==> src/rtl/reg_file_pkg.sv <==
// Shared system definitions: register roles, UART config field layout and
// reset images used by the register file, the controller and the UART.
package reg_file_pkg;

  // Fixed roles of the first four register-file locations.
  typedef enum logic [1:0] {
    ALU_OPA   = 2'd0,
    ALU_OPB   = 2'd1,
    UART_CFG  = 2'd2,
    DIV_RATIO = 2'd3
  } reg_idx_e;

  // UART config (location 2) field positions.
  localparam int unsigned CFG_PAR_EN_BIT   = 0;
  localparam int unsigned CFG_PAR_TYPE_BIT = 1;  // 0 = even, 1 = odd
  localparam int unsigned CFG_PRESCALE_LSB = 2;

  // Reset-time UART settings: parity enabled, even, prescale 32.
  localparam int unsigned UART_PAR_EN_RST   = 1;
  localparam int unsigned UART_PAR_ODD_RST  = 0;
  localparam int unsigned UART_PRESCALE_RST = 32;

  localparam logic [7:0] UART_CFG_RST = 8'((UART_PRESCALE_RST << CFG_PRESCALE_LSB) |
                                           (UART_PAR_ODD_RST  << CFG_PAR_TYPE_BIT) |
                                           (UART_PAR_EN_RST   << CFG_PAR_EN_BIT));
  localparam logic [7:0] DIV_RATIO_RST = 8'h20;

  // Reset image of one location; everything not listed resets to zero.
  function automatic logic [31:0] reset_value(input int unsigned idx);
    logic [31:0] v;
    v = '0;
    if (idx == 32'(UART_CFG)) begin
      v = 32'(UART_CFG_RST);
    end else if (idx == 32'(DIV_RATIO)) begin
      v = 32'(DIV_RATIO_RST);
    end
    return v;
  endfunction

endpackage

==> src/rtl/reg_file.sv <==
// Register file: flat DEPTH x DW register array, single address port shared by
// one write and one read per cycle, registered read data with a valid pulse,
// and direct views of the four system-role locations.
module reg_file
  import reg_file_pkg::*;
#(
  parameter int DW     = 8,
  parameter int ADDR_W = 4,
  parameter int DEPTH  = 16
) (
  input  logic              CLK,
  input  logic              RST,
  input  logic              wr_en,
  input  logic              rd_en,
  input  logic [ADDR_W-1:0] Addr,
  input  logic [DW-1:0]     wr_data,
  output logic [DW-1:0]     regfile_out,
  output logic              regfile_out_valid,
  output logic [DW-1:0]     REG0,
  output logic [DW-1:0]     REG1,
  output logic [DW-1:0]     REG2,
  output logic [DW-1:0]     REG3
);

  localparam int unsigned IDX_W   = $clog2(DEPTH);
  localparam int unsigned DEPTH_U = DEPTH;

  if (DEPTH < 4 || DEPTH > (1 << ADDR_W)) begin : g_depth_chk
    $error("reg_file: DEPTH must be within 4 .. 2**ADDR_W");
  end

  logic [DW-1:0]    mem_q [DEPTH];
  logic [DW-1:0]    mem_d [DEPTH];
  logic [DW-1:0]    rdata_q, rdata_d;
  logic             rvalid_q, rvalid_d;
  logic [IDX_W-1:0] idx;
  logic             in_range;
  logic             do_write;
  logic             do_read;

  assign idx      = Addr[IDX_W-1:0];
  assign in_range = (32'(Addr) < DEPTH_U);
  // A simultaneous read request loses to the write; out-of-range writes vanish.
  assign do_write = wr_en & in_range;
  assign do_read  = rd_en & ~wr_en;

  // Next-state of the storage array.
  always_comb begin
    mem_d = mem_q;
    if (do_write) begin
      mem_d[idx] = wr_data;
    end
  end

  // Read data/valid next-state: data holds unless a read completes.
  always_comb begin
    rdata_d  = rdata_q;
    rvalid_d = 1'b0;
    if (do_read) begin
      rvalid_d = 1'b1;
      rdata_d  = in_range ? mem_q[idx] : '0;
    end
  end

  // State registers; reset wins over any pending access.
  always_ff @(posedge CLK) begin
    if (RST) begin
      for (int unsigned i = 0; i < DEPTH_U; i++) begin
        mem_q[IDX_W'(i)] <= DW'(reset_value(i));
      end
      rdata_q  <= '0;
      rvalid_q <= 1'b0;
    end else begin
      mem_q    <= mem_d;
      rdata_q  <= rdata_d;
      rvalid_q <= rvalid_d;
    end
  end

  assign regfile_out       = rdata_q;
  assign regfile_out_valid = rvalid_q;

  assign REG0 = mem_q[IDX_W'(ALU_OPA)];
  assign REG1 = mem_q[IDX_W'(ALU_OPB)];
  assign REG2 = mem_q[IDX_W'(UART_CFG)];
  assign REG3 = mem_q[IDX_W'(DIV_RATIO)];

endmodule

==> config.mk <==
export PLATFORM = sky130hd
export DESIGN_NAME = reg_file
export DESIGN_NICKNAME = d
export VERILOG_FILES = /design/src/rtl/reg_file_pkg.sv /design/src/rtl/reg_file.sv
export SDC_FILE = /design/constraint.sdc
export NUM_CORES = 1
export LEC_CHECK = 0
export ABC_AREA = 1
export CAP_MARGIN = 20
export CORE_MARGIN = 4
export CORE_UTILIZATION = 40
export DETAILED_ROUTE_END_ITERATION = 10
export GPL_ROUTABILITY_DRIVEN = 0
export REMOVE_ABC_BUFFERS = 1
export SYNTH_ARGS = -nofsm -noshare
export SYNTH_HDL_FRONTEND = slang
export SYNTH_SLANG_ARGS = --single-unit
==> constraint.sdc <==
create_clock -name CLK -period 3.8 [get_ports CLK]
set_clock_uncertainty 0.15 [all_clocks]
set_input_delay 0.95 -clock CLK [delete_from_list [all_inputs] [get_ports CLK]]
set_output_delay 0.95 -clock CLK [all_outputs]
set_load 0.05 [all_outputs]
==> results.cfg <==
[cts]
cts_tree = built
cts_resized = 0
post_cts_buffers = 0
cts_sinks = 137
holdBufCountCts = 0
clock_tree.root_cell = clkbuf_16
numCtsBuffers = 17
htree_levels = 4
clk_pin_slew_ns = 0.06
clock_latency_ns = 0.43
clockBufferDepth = 2

[sta]
relSlewSlack_pct = 31.91
finalSetupTns_ns = 0
fin_crit_ns = 2.767
rsz0062_at_grt = no
slew_viol_final = 0
fmax_ghz = 0.3614
setup_viol = 0
finalCritPeriodShare_pct = 72.82
holdWs_ns = 0.3035
worst_slew_pin_slew_ns = 1.018
hold_violations = 0

[die]
rows = 46
die_area_um2 = 18650
io_pins = 57
core-area_um2 = 16060
initial_utilization_pct = 41.17
die_w_um = 136.6
die_y_um = 136.6

[cells_and_area]
ff_latch_area_um2 = 2743
mostFrequentLayoutCells = nand2_1, nor2_1, dfxtp_1, o21ai_0, clkdlybuf4s50_1
num-fill-cells = 1692
final_core_util_pct = 46.75
layout-drive-gt1-share_pct = 7.157
nNetsFinal = 1009
syn_to_final_growth_pct = 13.55
diodes = 0
final_cells = 1222
multi_input_area_um2 = 3023
mostFrequentLayoutCell = nand2_1

[global_routing]
grt_pass1_vias = 5530
grt_pass1_wl_um = 30620
grt-ovfl-total = 0
antenna_found_initial = 0
grt_max_degree = 117
grt_usage_pct = 21.52

[critical_path]
worst-path-stages = 1
worstPathMaxFanout = 3
cp_top_family = buffers and inverters
end_kind = output pin
arrival_ns = 1.67
worstReg2RegStart = mem_q[43]
slowest_stage = clkdlybuf4s50_1
start_kind = flip-flop
rrSetupSlack_ns = 2.50
cp_slowest_stage_delay_ns = 0.85
path_cells = clkdlybuf4s50_1
critPathRequiredTime_ns = 2.70
rr_worst_depth = 8
r2r_end = regfile_out[3]
crit_buf_inv = 1
setup.worst_path.class = flip-flop to output pin

[hold_path]
holdPathStages = 2
hold_path.class = flip-flop to flip-flop
min-delay-start = mem_q[14]
min_to = mem_q[14]

[pwr]
power_frac_clock_pct = 47.7
power_mw = 3.473
p_comb_share_pct = 9.4
cellPowerDensity_nw_per_um2 = 462.7
peakVddDrop_mv = 0.3199
p_seq_share_pct = 42.9
power.internal_mw = 2.579
switching_share_pct = 25.75
p_sw_mw = 0.8945
p_leak_nw = 3.080

[synth]
yosysWarnings = 0
syn_avg_cell_area_um2 = 6.611
seq_area_frac_synth_pct = 41.48
synthDistinctLibCells = 24
synthCells = 1000
netlist_area_um2 = 6611
synth_seq_cells = 137

[placement]
io_buffers = 56
place_hpwl_um = 12160
dp_cells = 1190

[drt]
wl_per_cell_um = 15.85
wl_met1_um = 9638
route.met3.wl_um = 1036
firstDrtPassIters = 5
ant_nets = 0
drt_iter0_markers = 470
postRouteWirelength_um = 19370
drc = 0
route.met2.wl_um = 8460
post_drt_via_cell_ratio = 4.867
top_layer = met4
route.vias.total = 5947

[outcome]
outcome = complete, no violations

[flow_run]
max_cap_violations = 0
==> synth_stat cells (all sizes together) <==
library cell / count / area (µm²)
nand2: 283 / 1104
buf: 62 / 490.5
o21ai: 133 / 673.2
inv: 66 / 260.3
nand3: 21 / 105.1
a21oi: 48 / 247.7
dfxtp: 137 / 2743
clkbuf: 25 / 95.09
nor2: 225 / 893.4
==> per-layer routing <==
| layer | vias up | global-route usage, % |
|---|---|---|
| met5 | - | 0 |
| met4 | 0 | 5.879 |
| met3 | 15 | 4.301 |
| met2 | 152 | 32.26 |
| met1 | 2713 | 31.48 |
| li1 | 3067 | - |
==> cells by family after synthesis <==
family | Yosys count | synth area share [%]
AND/OR/NAND/NOR | 529 | 31.79
buffers and inverters | 153 | 12.79
AO/OA/AOI/OAI | 181 | 13.93
flip-flops | 137 | 41.48
==> final cells by class <==
type                       count  area share, %
clock inverter                10          1.583
clock buffer                  22          6.317
inverter                      66          3.467
multi-input combinational    710          40.27
tap                          216          3.600
timing repair buffer          61          8.233
sequential                   137          36.53
==> power by group through the flow <==
stage               Clock, mW  Sequential (mW)  Combinational, mW
floorplan                   0             1.56              0.140
global placement            0             1.52              0.321
detailed placement          0             1.52              0.323
CTS                      1.67             1.49              0.324
global route             1.74             1.49              0.356
finish                   1.66             1.49              0.325
==> worst max-delay path by stage <==
stage	from	end
finish	REG3[0]	REG3[0]
floorplan	RST	REG0[0]
global placement	Addr[1]	mem_q[89]
detailed placement	Addr[1]	mem_q[89]
CTS	REG3[0]	REG3[0]
global route	REG3[5]	REG3[5]
==> flip-flops by register name, indices dropped and copies added, names as in the netlist <==
register,flops
regfile_out_valid,1
mem_q,96
REG0,8
regfile_out,8
REG1,8
REG2,8
REG3,8
==> metrics by stage <==
stage / area [µm²] / worst slack [ns]
floorplan: 6026 / 0.9080
global placement: 6914 / 0.8096
detailed placement: 6914 / 0.7712
CTS: 7507 / 1.025
global route: 7507 / 0.9982
finish: 7507 / 1.033
(Power assumes the default switching activity.)
